[config.mk]
export PLATFORM = sky130hd
export DESIGN_NAME = bw_con_fold
export DESIGN_NICKNAME = d
export VERILOG_FILES = /design/src/rtl/bw_con_fold_pkg.sv /design/src/rtl/bw_con_immgen.sv /design/src/rtl/bw_con_fold.sv
export SDC_FILE = /design/constraint.sdc
export NUM_CORES = 1
export LEC_CHECK = 0
export BUFFER_PORTS_ARGS = -buffer_cell sky130_fd_sc_hd__buf_2
export CORE_MARGIN = 2
export CORE_UTILIZATION = 45
export CTS_BUF_LIST = sky130_fd_sc_hd__clkbuf_4
export CTS_CLUSTER_DIAMETER = 100
export DETAILED_ROUTE_END_ITERATION = 16
export PLACE_DENSITY = 0.69
export SLEW_MARGIN = 5
export SYNTH_ARGS = -nofsm -noshare
export SYNTH_HDL_FRONTEND = slang
export SYNTH_HIERARCHICAL = 1
export SYNTH_SLANG_ARGS = --single-unit
[constraint.sdc]
create_clock -name clk_i -period 1.8 [get_ports clk_i]
set_input_delay 0.27 -clock clk_i [delete_from_list [all_inputs] [get_ports clk_i]]
set_output_delay 0.27 -clock clk_i [all_outputs]
set_load 0.01 [all_outputs]
[src/rtl/bw_con_fold_pkg.sv]
// rtl/bw_con_fold_pkg.sv - shared types, constants and helpers for the constant-prefix folding stage
package bw_con_fold_pkg;

  localparam int WID     = 40;
  localparam int VAL_W   = 80;
  localparam int IMM15_W = 15;
  localparam int PAY_W   = 27;
  localparam int C3_W    = VAL_W - 69;

  // Bit offsets of each prefix payload inside the assembled immediate.
  localparam int OFS_C1 = 15;
  localparam int OFS_C2 = 42;
  localparam int OFS_C3 = 69;

  localparam logic [5:0] OP_CON1 = 6'd61;
  localparam logic [5:0] OP_CON2 = 6'd62;
  localparam logic [5:0] OP_CON3 = 6'd63;

  typedef enum logic {
    ST_IDLE = 1'b0,
    ST_ACC  = 1'b1
  } fold_state_t;

  typedef struct packed {
    logic [WID-1:0]   pc;
    logic [WID-1:0]   ins;
    logic [VAL_W-1:0] imm;
    logic [2:0]       len;
    logic             perr;
  } con_fold_t;

  // CON1..CON3 occupy the three highest opcode values.
  function automatic logic is_con(input logic [5:0] opcode);
    return opcode >= OP_CON1;
  endfunction

endpackage

[src/rtl/bw_con_immgen.sv]
// rtl/bw_con_immgen.sv - assembles the 80-bit extended immediate from prefix payloads and imm15
module bw_con_immgen
  import bw_con_fold_pkg::*;
(
  input  logic               p1,
  input  logic               p2,
  input  logic               p3,
  input  logic [PAY_W-1:0]   c1,
  input  logic [PAY_W-1:0]   c2,
  input  logic [PAY_W-1:0]   c3,
  input  logic [IMM15_W-1:0] imm15,
  output logic [VAL_W-1:0]   imm
);

  logic [PAY_W-1:0] c1_m;
  logic [PAY_W-1:0] c2_m;

  // Only the low bits of CON3 fit above bit 69; the rest of its payload is dropped.
  logic unused_c3;
  assign unused_c3 = ^c3[PAY_W-1:C3_W];

  // Highest present prefix decides the sign position; absent lower fields read as zero.
  always_comb begin
    c1_m = p1 ? c1 : '0;
    c2_m = p2 ? c2 : '0;
    imm  = '0;
    if (p3) begin
      imm = {c3[C3_W-1:0], c2_m, c1_m, imm15};
    end else if (p2) begin
      imm = {{(VAL_W-OFS_C3){c2[PAY_W-1]}}, c2, c1_m, imm15};
    end else if (p1) begin
      imm = {{(VAL_W-OFS_C2){c1[PAY_W-1]}}, c1, imm15};
    end else begin
      imm = {{(VAL_W-OFS_C1){imm15[IMM15_W-1]}}, imm15};
    end
  end

endmodule

[src/rtl/bw_con_fold.sv]
// rtl/bw_con_fold.sv - folds CON1/CON2/CON3 prefix words into the following instruction's immediate
module bw_con_fold
  import bw_con_fold_pkg::*;
(
  input  logic             clk_i,
  input  logic             rst_i,
  input  logic             flush_i,
  input  logic             in_valid_i,
  output logic             in_ready_o,
  input  logic [WID-1:0]   in_pc_i,
  input  logic [WID-1:0]   in_ins_i,
  output logic             out_valid_o,
  input  logic             out_ready_i,
  output logic [WID-1:0]   out_pc_o,
  output logic [WID-1:0]   out_ins_o,
  output logic [VAL_W-1:0] out_imm_o,
  output logic [2:0]       out_len_o,
  output logic             out_perr_o
);

  fold_state_t      state_q, state_d;
  logic [PAY_W-1:0] c1_q, c1_d, c2_q, c2_d, c3_q, c3_d;
  logic             p1_q, p1_d, p2_q, p2_d, p3_q, p3_d;
  logic [WID-1:0]   first_pc_q, first_pc_d;
  logic [1:0]       cnt_q, cnt_d;
  logic             perr_q, perr_d;
  con_fold_t        out_q, out_d;
  logic             out_valid_q, out_valid_d;

  logic [5:0]       opcode;
  logic [1:0]       lvl;
  logic             prefix;
  logic             accept;
  logic             dup;
  logic             misorder;
  logic [VAL_W-1:0] imm;

  assign opcode = in_ins_i[38:33];
  assign lvl    = opcode[1:0];
  assign prefix = is_con(opcode);

  // Prefixes obey the same back-pressure as real instructions so the group order never splits.
  assign in_ready_o = !out_valid_q || out_ready_i;
  assign accept     = in_valid_i && in_ready_o && !flush_i;

  assign dup      = (lvl == 2'd1 && p1_q) || (lvl == 2'd2 && p2_q) || (lvl == 2'd3 && p3_q);
  assign misorder = (lvl == 2'd1 && (p2_q || p3_q)) || (lvl == 2'd2 && p3_q);

  bw_con_immgen u_immgen (
    .p1    (p1_q),
    .p2    (p2_q),
    .p3    (p3_q),
    .c1    (c1_q),
    .c2    (c2_q),
    .c3    (c3_q),
    .imm15 (in_ins_i[32:18]),
    .imm   (imm)
  );

  // Prefix accumulation, output register load and handshake; flush overrides all of it.
  always_comb begin
    state_d     = state_q;
    c1_d        = c1_q;
    c2_d        = c2_q;
    c3_d        = c3_q;
    p1_d        = p1_q;
    p2_d        = p2_q;
    p3_d        = p3_q;
    first_pc_d  = first_pc_q;
    cnt_d       = cnt_q;
    perr_d      = perr_q;
    out_d       = out_q;
    out_valid_d = out_valid_q;

    if (flush_i) begin
      state_d     = ST_IDLE;
      p1_d        = 1'b0;
      p2_d        = 1'b0;
      p3_d        = 1'b0;
      cnt_d       = 2'd0;
      perr_d      = 1'b0;
      out_valid_d = 1'b0;
    end else begin
      if (out_ready_i) begin
        out_valid_d = 1'b0;
      end
      if (accept) begin
        if (prefix) begin
          state_d = ST_ACC;
          if (state_q == ST_IDLE) begin
            first_pc_d = in_pc_i;
            cnt_d      = 2'd1;
            perr_d     = 1'b0;
          end else begin
            perr_d = perr_q || dup || misorder || (cnt_q == 2'd3);
            cnt_d  = (cnt_q == 2'd3) ? 2'd3 : cnt_q + 2'd1;
          end
          case (lvl)
            2'd1: begin c1_d = in_ins_i[32:6]; p1_d = 1'b1; end
            2'd2: begin c2_d = in_ins_i[32:6]; p2_d = 1'b1; end
            default: begin c3_d = in_ins_i[32:6]; p3_d = 1'b1; end
          endcase
        end else begin
          out_d.pc    = (state_q == ST_ACC) ? first_pc_q : in_pc_i;
          out_d.ins   = in_ins_i;
          out_d.imm   = imm;
          out_d.len   = {1'b0, cnt_q} + 3'd1;
          out_d.perr  = perr_q;
          out_valid_d = 1'b1;
          state_d     = ST_IDLE;
          p1_d        = 1'b0;
          p2_d        = 1'b0;
          p3_d        = 1'b0;
          cnt_d       = 2'd0;
          perr_d      = 1'b0;
        end
      end
    end
  end

  // State and output registers; reset discards any partial group.
  always_ff @(posedge clk_i) begin
    if (rst_i) begin
      state_q     <= ST_IDLE;
      c1_q        <= '0;
      c2_q        <= '0;
      c3_q        <= '0;
      p1_q        <= 1'b0;
      p2_q        <= 1'b0;
      p3_q        <= 1'b0;
      first_pc_q  <= '0;
      cnt_q       <= 2'd0;
      perr_q      <= 1'b0;
      out_q       <= '{pc: '0, ins: '0, imm: '0, len: 3'd1, perr: 1'b0};
      out_valid_q <= 1'b0;
    end else begin
      state_q     <= state_d;
      c1_q        <= c1_d;
      c2_q        <= c2_d;
      c3_q        <= c3_d;
      p1_q        <= p1_d;
      p2_q        <= p2_d;
      p3_q        <= p3_d;
      first_pc_q  <= first_pc_d;
      cnt_q       <= cnt_d;
      perr_q      <= perr_d;
      out_q       <= out_d;
      out_valid_q <= out_valid_d;
    end
  end

  assign out_valid_o = out_valid_q;
  assign out_pc_o    = out_q.pc;
  assign out_ins_o   = out_q.ins;
  assign out_imm_o   = out_q.imm;
  assign out_len_o   = out_q.len;
  assign out_perr_o  = out_q.perr;

endmodule

# Yosys cells after proc, flatten, opt, wreduce, memory -nomap -nowiden
# Index checks and enable logic that the tools add are counted.
# totals
inputBits	85
out_inout_bits	166
ram_bits	0
mem_bits_ro	0
latch_bits	0
memories	0
reg_bits	277
# classes
n_div	0
eq_ne	7
n_mux	21
n_addsub	2
n_bitwise	3
n_reduce_logical	27
magnitude_cmp	1
shifts	0
n_mul	0
# ops
operator	n
80-bit 2-to-1 mux	3
27-bit 2-to-1 mux	2
40-bit 2-to-1 mux	1
1-bit 2-to-1 mux	12
4-bit AND reduction	3
1-bit logical OR	8
1-bit logical AND	7
2-bit == test, second input constant	3
6-bit >= comparator, second input constant	1
2-bit 2-to-1 mux	3
2-bit AND reduction	3
3-bit AND reduction	2
2-bit by 1-bit inequality test with 1-bit output, second input constant	2
2-bit OR reduction	2
2-bit by 1-bit adder with 3-bit output, second input constant	1
1-bit NOT	3
2-bit by 1-bit adder with 2-bit output, second input constant	1
2-bit by 1-bit == test with 1-bit output, second input constant	1
1-bit logical NOT	2
2-bit inequality test, second input constant	1

# Logic depth before layout (Yosys ltp)
# depth
depth_word	9
depth_mapped	9
depth_no_buf	6

# Cells and area by module
# The synthesis kept the hierarchy.
# modules_own_cells
mod	area_per_inst_um2	cells_each	n_inst
bw_con_fold	11394.7	1308	1
bw_con_immgen	847.1	141	1

# Worst setup path before layout
# OpenSTA, ideal clock, no wires.
# synth_path
kind	input to register
from	input in_ins_i[33]
to	register c3_q[10]
arrival_time_ns	1.499
setup_ns	0.132
cell_stages	7
slack_ns	0.169
path_cell_list	inv_1 > ha_1 > or3_1 > clkbuf_1 > clkbuf_1 > o21ai_0 > a21oi_1
# synth_via
elab_chain_len	4
# synth_rtl
item	line_no	text
start: declaration	bw_con_fold.sv:11	input logic [WID-1:0] in_ins_i,
branches (longest 3 deep; another with 6-bit >= comparator)	n/a	
4-bit AND reduction (no source line) (*)	n/a	
end signal: assignment	bw_con_fold.sv:127	c3_q <= '0;
end signal: assignment	bw_con_fold.sv:140	c3_q <= c3_d;
end: declaration	bw_con_fold.sv:22	logic [PAY_W-1:0] c1_q, c1_d, c2_q, c2_d, c3_q, c3_d;
# Every way passes the cells marked *.
# A chain may end at the register's enable or synchronous reset.

# Final worst setup path
# layout_path
from	input in_ins_i[33]
to	register out_q, in the netlist out_pc_o[32]
# layout_via
elab_chain_len	3
# layout_rtl
item	line_no	text
6-bit >= comparator	bw_con_fold_pkg.sv:34	return opcode >= OP_CON1;
1-bit NOT (no source line)	n/a	
3-bit AND reduction (no source line)	n/a	
end signal: assignment	bw_con_fold.sv:134	out_q <= '{pc: '0, ins: '0, imm: '0, len: 3'd1, perr: 1'b0};
end signal: assignment	bw_con_fold.sv:147	out_q <= out_d;
end: declaration	bw_con_fold.sv:27	con_fold_t out_q, out_d;
# Every way passes these cells.

==> reports/metrics.cfg <==
[grt]
gr-total-overflow = 0
gr-usage-all-layers_pct = 23.89
antenna_found_initial = 3
grt_pass1_wl_um = 51940
grt_max_degree = 89
grt_pass1_vias = 10250

[clocking]
cts.sinks = 277
cts-root-buf = clkbuf_4
cts_buffers = 75
cts.path.max_buffers = 3
tritoncts = built
path_clk_slew_ps = 60
htree_levels = 3
clock_latency_ps = 680

[drt]
detail_route.drc_violations = 0
drt-initial-drc-count = 561
ant_nets = 0
vias = 10710
totalWireLength_um = 33300
dr.pass1.iters = 5
vias_per_cell = 5.115
route.detailed.wl_per_inst_um = 15.91

[worst_hold_path]
whs_path_depth = 5
hold_path.class = in -> reg
hp-start = in_valid_i
worst_hold_path.endpoint = p2_q

[outcome]
status = complete, but fails checks
failed_checks = negative setup slack

[floorplan]
dieArea_sq_um = 27250
ioPinCount = 251
coreArea_sq_um = 25330
start_util_pct = 46.09
dieWidth_um = 165.1
rows = 58
die_y_um = 165.1

[timing]
setup_viol = 1
maxSlewHeadroom_pct = 48.91
fin_ws_ps = -8.181
fmax_mhz = 553.0
worst_slew_pin_slew_ps = 763.5
drv_slew = 0
rsz0062_at_grt = yes
fin_crit_ps = 1808
clock_skew_ps = 34.52
hold_violations = 0
fin_crit_sh_pct = 100.5

[setup_path]
crit_top_cell = buf_4
endpoint_kind = flip-flop
cp.required_ps = 2380
reg2reg_depth = 4
worstPathArrival_ps = 2390
r2r-end = out_imm_o[69]
worstSetupStartpoint = in_ins_i[33]
crit_slowest_cell = dlygate4sd3_1
cp_max_fo = 34
crit_chain = dlygate4sd3_1 -> buf_2 -> inv_1 -> ha_1 -> nor2b_2 -> buf_4 -> o211a_4 -> buf_4 -> clkbuf_16 -> a211oi_1
max_stage_delay_ps = 540
startpoint_type = primary input
timing.rr.start = p3_q
crit_type = in -> reg
r2r_slack_ps = 240

[placement]
dp_hpwl_um = 21120
io_buffers = 250
dp_slack_ps = -85.53
place.gp.congestion = 0.7971

[power_and_ir_drop]
power-per-cell-area_nw_per_um2 = 919.4
p_total_w = 0.01400
leakage_nw = 6.351
peakVddDrop_mv = 0.5567

[layout]
nets = 1803
drive_gt1_share_pct = 25.17
syn_to_final_growth_pct = 30.45

[run]
drv_cap = 0

[synth]
syn_avg_cell_area_sq_um = 8.441
synth_nets = 1475
synthesis.instances = 1383
yosys_warnings = 6
synthesis.area_sq_um = 11670

## worst max-delay path by stage
stage	end	cells after the start	slack, ps
floorplan	first_pc_q[0]	8	180
global placement	out_pc_o[8]	9	-30
detailed placement	c2_q[15]	9	-90
CTS	out_pc_o[10]	10	60
global route	out_ins_o[38]	10	-30
finish	out_pc_o[32]	10	-8
## cell usage in the layout (no fill, tap or decap), types with 14 or more instances in the layout
cell and instances:
dfxtp_1 275, nor2_1 51, buf_12 18, nand2_1 330, dlygate4sd3_1 83, inv_1 15
buf_4 31, nand2b_1 137, a21oi_1 160, a21o_1 27, o21ai_1 27, buf_2 249
a211oi_1 39, mux2i_1 107, nand3_1 14, clkbuf_4 112
## critical path: cells and delay by family
| kind | cells | cell delay (ps) |
|---|---|---|
| buffers and inverters | 6 | 1240 |
| adders and majority gates | 1 | 180 |
| AOI/OAI and AO/OA | 2 | 540 |
| and+or+nand+nor | 1 | 150 |
## sequential cells by signal, summed over array words and instances (netlist names)
signal       cells
out_valid_o      1
out_ins_o       40
c1_q            27
out_pc_o        40
out_perr_o       1
out_imm_o       80
p3_q             1
perr_q           1
p2_q             1
p1_q             1
out_len_o        3
c3_q            11
cnt_q            2
first_pc_q      40
c2_q            27
state_q          1
## where the power goes
part           switching (W)  total, W  internal (W)
registers           0.000106   0.00644       0.00634
logic               0.000866   0.00158      0.000711
clock network        0.00258   0.00598       0.00340
total                0.00355    0.0140        0.0104
## metal layers
| metal | vias to the layer above | GRT usage (%) | part of all wire, % |
|---|---|---|---|
| met5 | - | 0 | 0 |
| met4 | 0 | 9.170 | 2.5 |
| met3 | 67 | 6.593 | 7.4 |
| met2 | 372 | 41.27 | 50 |
| met1 | 4998 | 28.19 | 40 |
| li1 | 5268 | - | - |
## area by class of cell
class,instances,area [sq um]
clock inverter,14,167.7
clock buffer,112,840.8
tap,330,412.9
sequential,277,5548
multi-input combinational,955,5433
timing repair buffer,386,2759
inverter,16,60.06
fill,2185,10100
antenna,3,7.507
## through the flow
stage	setup TNS (ps)	cells	cell area [sq um]	utilization [%]	hold slack, ps
floorplan	0	1383	11670	-	406.0
global placement	-398.0	1879	13290	52.48	438.6
detailed placement	-2833	1879	13290	52.48	443.0
CTS	0	2088	15140	59.77	149.8
global route	-97.50	2092	15230	60.12	228.3
finish	-8.181	2093	15230	60.13	191.8
## timing repair
item	4_1_cts	5_1_grt
hold endpoints to repair	223	0
hold buffers	83	0
setup buffers	0	1
cloned	0	1
setup endpoints to repair	1	44
gates resized for setup	1	13
Power figures use the tool's default switching activity.
